### src/rtl/prog_mem.sv
// prog_mem: loadable program memory for the fetch stage.
// One-cycle registered fetch port with out-of-range detection, plus a
// streaming loader that rewrites the array and pads the tail with FILL_WORD.
module prog_mem #(
  parameter int unsigned            WIDTH     = 16,
  parameter int unsigned            DEPTH     = 64,
  parameter int unsigned            ADDR_W    = 8,
  parameter logic [WIDTH-1:0]       FILL_WORD = 16'hBF00
) (
  input  logic              clk,
  input  logic              rst_n,
  input  logic              fetch_en,
  input  logic [ADDR_W-1:0] pc,
  output logic [WIDTH-1:0]  instr,
  output logic              instr_valid,
  output logic              oob,
  input  logic              load_start,
  input  logic              load_valid,
  input  logic              load_last,
  input  logic [WIDTH-1:0]  load_data,
  output logic              load_ready,
  output logic              load_done,
  output logic [ADDR_W:0]   load_count,
  output logic              busy
);

  localparam int unsigned IDX_W = (DEPTH > 1) ? $clog2(DEPTH) : 1;
  localparam logic [IDX_W-1:0] LAST_IDX = IDX_W'(DEPTH - 1);

  typedef enum logic [1:0] {RUN, LOAD, PAD, DONE} state_t;

  state_t           state;
  logic [IDX_W-1:0] wp;
  logic             wr_en;
  logic [WIDTH-1:0] wr_data;
  logic             in_range;

  // Storage is not touched by reset; it powers up holding the fill word.
  logic [WIDTH-1:0] mem [DEPTH] = '{default: FILL_WORD};

  // Write port: loader handshakes in LOAD, fill word every cycle in PAD.
  always_comb begin
    wr_en   = 1'b0;
    wr_data = FILL_WORD;
    if (state == LOAD && load_valid) begin
      wr_en   = 1'b1;
      wr_data = load_data;
    end else if (state == PAD) begin
      wr_en   = 1'b1;
    end
  end

  // Array write; no reset so contents survive rst_n.
  always_ff @(posedge clk) begin
    if (wr_en) mem[wp] <= wr_data;
  end

  // Loader FSM with registered status outputs.
  always_ff @(posedge clk or negedge rst_n) begin
    if (!rst_n) begin
      state      <= RUN;
      wp         <= '0;
      load_count <= '0;
      load_ready <= 1'b0;
      load_done  <= 1'b0;
      busy       <= 1'b0;
    end else begin
      load_done <= 1'b0;
      unique case (state)
        RUN: begin
          if (load_start) begin
            state      <= LOAD;
            wp         <= '0;
            load_count <= '0;
            load_ready <= 1'b1;
            busy       <= 1'b1;
          end
        end
        LOAD: begin
          if (load_valid) begin
            wp         <= wp + 1'b1;
            load_count <= load_count + 1'b1;
            // Final slot wins over load_last: nothing left to pad.
            if (wp == LAST_IDX) begin
              state      <= DONE;
              load_ready <= 1'b0;
              load_done  <= 1'b1;
            end else if (load_last) begin
              state      <= PAD;
              load_ready <= 1'b0;
            end
          end
        end
        PAD: begin
          wp <= wp + 1'b1;
          if (wp == LAST_IDX) begin
            state     <= DONE;
            load_done <= 1'b1;
          end
        end
        DONE: begin
          state <= RUN;
          busy  <= 1'b0;
        end
      endcase
    end
  end

  assign in_range = (32'(pc) < 32'(DEPTH));

  // Fetch port: accepted only in RUN, one-cycle registered result.
  always_ff @(posedge clk or negedge rst_n) begin
    if (!rst_n) begin
      instr       <= FILL_WORD;
      instr_valid <= 1'b0;
      oob         <= 1'b0;
    end else if (fetch_en && state == RUN) begin
      instr_valid <= 1'b1;
      if (in_range) begin
        instr <= mem[pc[IDX_W-1:0]];
        oob   <= 1'b0;
      end else begin
        instr <= FILL_WORD;
        oob   <= 1'b1;
      end
    end else begin
      instr_valid <= 1'b0;
      oob         <= 1'b0;
    end
  end

endmodule
### config.mk
export PLATFORM = sky130hd
export DESIGN_NAME = prog_mem
export DESIGN_NICKNAME = d
export VERILOG_FILES = /design/src/rtl/prog_mem.sv
export SDC_FILE = /design/constraint.sdc
export NUM_CORES = 1
export LEC_CHECK = 0
export CORE_ASPECT_RATIO = 1.4
export CORE_UTILIZATION = 55
export DETAILED_ROUTE_END_ITERATION = 12
export PLACE_DENSITY = 0.82
export SKIP_CTS_REPAIR_TIMING = 1
export SYNTH_ARGS = -nofsm -noshare
export SYNTH_HDL_FRONTEND = slang
export SYNTH_SLANG_ARGS = --single-unit
### constraint.sdc
create_clock -name clk -period 4.02 [get_ports clk]
set_input_delay 0.804 -clock clk [delete_from_list [all_inputs] [get_ports clk]]
set_output_delay 0.804 -clock clk [all_outputs]
set_load 0.02 [all_outputs]
==> results.yml <==
synth:
  synth_top_family_by_area: "multiplexers"
  synth_xor_xnor_area_share_pct: 0.127
  ys_top_cells_by_count: "edfxtp_1, mux4_2, mux2i_1"
  yosysMostFrequentCell: "edfxtp_1"
  synthMuxAreaShare_pct: 16.1
  synthCells: 1924
  synth.avg_cell_area_um2: 21.5
  synth_seq_area_share_pct: 76.5
  synthesis.nets: 1960
  yosysTopAreaCell: "edfxtp_1"
  yosys.area_share.adder_pct: 0.181
  ys.flop_type: "edfxtp_1"
  synth_cell_types: 55
  synth_area_leaders: "edfxtp_1, mux4_2, mux2i_1, dfrtp_1, mux4_1"
  synthSimpleGateAreaFrac_pct: 2.63
  synth_edf_count: 1024
  yosys.area.top_type_share_pct: 74.2
  syn_area_um2: 41400
  synth_compound_area_share_pct: 2.69
  async_flop_share_pct: 3.58
  synth-seq-cells: 1062
  yosys_warnings: 0
clock_tree:
  cts_sinks: 1062
  clock_path_buffers: 3
  cts_tree: "done"
  cts_htree_levels: 3
  cts_buffers: 88
  cts-root-buf: "clkbuf_16"
  clk_pin_slew_ns: 0.07
  clk_latency_ns: 0.64
floorplan:
  start_util_pct: 55.8
  ioPinCount: 60
  coreArea_um2: 74300
  die_h_um: 327
  num_rows: 118
  die_area_um2: 76500
  die_w_um: 234
sta:
  setup_viol: 0
  drv_slew: 0
  min_period_ns: 3.62
  timing.hold.ws_ns: 0.339
  tns_ns: 0
  hold_viol: 0
  skew_ns: 0.0161
  relSlewSlack_pct: 13.1
  post-route-period-util_pct: 89.9
  tightest_slew_ns: 1.30
  rsz0062_at_grt: "false"
  fmax_mhz: 277
power:
  power_density_nw_per_um2: 454
  total_power_mw: 21.2
  peakVddDrop_mv: 0.332
  p_leak_nw: 12.7
placement:
  io_buffers: 59
  gp_congestion: 0.985
  place_area_um2: 43800
  hpwl_um: 62300
  place_inst: 2972
global_route:
  antenna_found_initial: 2
  grt_pass1_vias: 21859
  grt_max_degree: 69
  grt_usage_pct: 28.1
  grt_remaining_overflow: 0
  grt_pass1_wl_um: 151000
routing:
  wl_um: 105000
  via_count: 21355
  drtIter0Drc: 3162
  wl_per_cell_um: 33.4
  antenna_left: 0
  drt-vias-per-instance: 6.81
  dr.pass1.iters: 10
  drc_errors: 2
setup_path:
  path_cells: "inv_1 > ha_1 > nor4bb_2 > nor2b_1 > o221ai_1 > a221oi_1 > a221o_1"
  crit_fanout: 9
  cp_slowest_stage_delay_ns: 0.79
  worst-setup-path-type: "flop to flop"
  worstSetupStartpointType: "flop"
  required_ns: 4.60
  crit_path_end_kind: "flop"
  cp.arrival_ns: 4.19
  slowest_stage: "nor4bb_2"
cells_and_area:
  multiInputGateArea_um2: 9060
  fill_cells: 4531
  fin_nets: 2138
  diodes: 0
  layout-drive-gt1-share_pct: 25.5
  layout.cells.non_filler: 3134
  syn_to_final_growth_pct: 12.6
  seqCellArea_um2: 31700
  stdcell_area_um2: 46700
status:
  status: "finished with violations"
  violations: "DRC"
min_path:
  hp-class: "input pin to async pin"
job:
  drv_cap: 0
flip-flops by register name, summed over array words and instances, names as in the netlist:
name,count
mem,1024
instr,16
load_count,9
wp,6
state,2
busy,1
instr_valid,1
load_done,1
load_ready,1
oob,1
area by class of cell:
type,instances,area share [%]
flip-flops and latches,1062,67.9
multi-input cells,745,19.4
clock buffers,105,5.08
repair buffers,199,3.80
well taps,960,2.57
clock inverters,57,1.18
inverters,6,0.0482
placed cells by master, fill, tap and decap left out, drive strengths merged, types with 7 or more instances in the layout:
cell type / count
o221ai: 9
edfxtp: 1024
clkbuf: 105
nand3: 24
nand2: 35
a21oi: 10
o21ai: 24
o2bb2ai: 9
mux4: 242
nand2b: 19
nor2b: 15
inv: 8
a221oi: 18
a22oi: 16
bufinv: 10
a211oi: 11
mux2i: 104
a221o: 9
buf: 146
nor2: 93
clkdlybuf4s50: 53
and3: 13
mux2: 12
clkinv: 42
o22ai: 11
dfstp: 7
dfrtp: 31
metal layers:
layer / global-route usage [%] / part of all wire [%]
met2: 46.4 / 50
met3: 5.85 / 10
met4: 17.0 / 7.0
met1: 34.0 / 32
met5: 0 / 0.0096
cells by family after synthesis:
family | count (synthesis)
multiplexers | 358
flip-flops | 1062
AND/OR/NAND/NOR | 227
XOR/XNOR | 6
AO/OA/AOI/OAI | 148
buffers and inverters | 117
adder cells (fa/ha/maj) | 6
stage by stage:
step	setup slack [ns]	utilization, %
final	0.405	62.9
after global routing	0.341	62.9
after CTS	0.650	62.9
after detailed placement	0.420	58.9
after global placement	0.468	58.9
after floorplan	1.18	-
power by group:
part	total (mW)	internal, mW	switching (mW)
Sequential	11.9	11.9	0
Combinational	0.504	0.208	0.296
Clock	8.74	4.87	3.87
path summary, 6_finish.rpt:
kind	end	startpoint	slack (ns)	cells after the start
max in group asynchronous	instr_valid$_DFF_PN0_	rst_n	3.02	1
worst max register to register	instr[6]$_DFFE_PN0N_	state[0]$_DFFE_PN0P_	0.40	7
worst min register to register	load_ready$_DFFE_PN0P_	load_ready$_DFFE_PN0P_	0.49	1
worst min-delay path	load_count[1]$_DFFE_PN0P_	rst_n	0.34	1
min in group clk	load_ready$_DFFE_PN0P_	load_ready$_DFFE_PN0P_	0.49	1
worst max-delay path	instr[6]$_DFFE_PN0N_	state[0]$_DFFE_PN0P_	0.40	7
worst max-delay path, delay by kind of cell (launching register included):
kind                     cells  cell delay [ns]
AO/OA/AOI/OAI                3             1.30
buffers and inverters        1             0.13
AND/OR/NAND/NOR              2             1.36
adder cells (fa/ha/maj)      1             0.35
flip-flops                   1             0.42
Power figures use the tool's default switching activity.
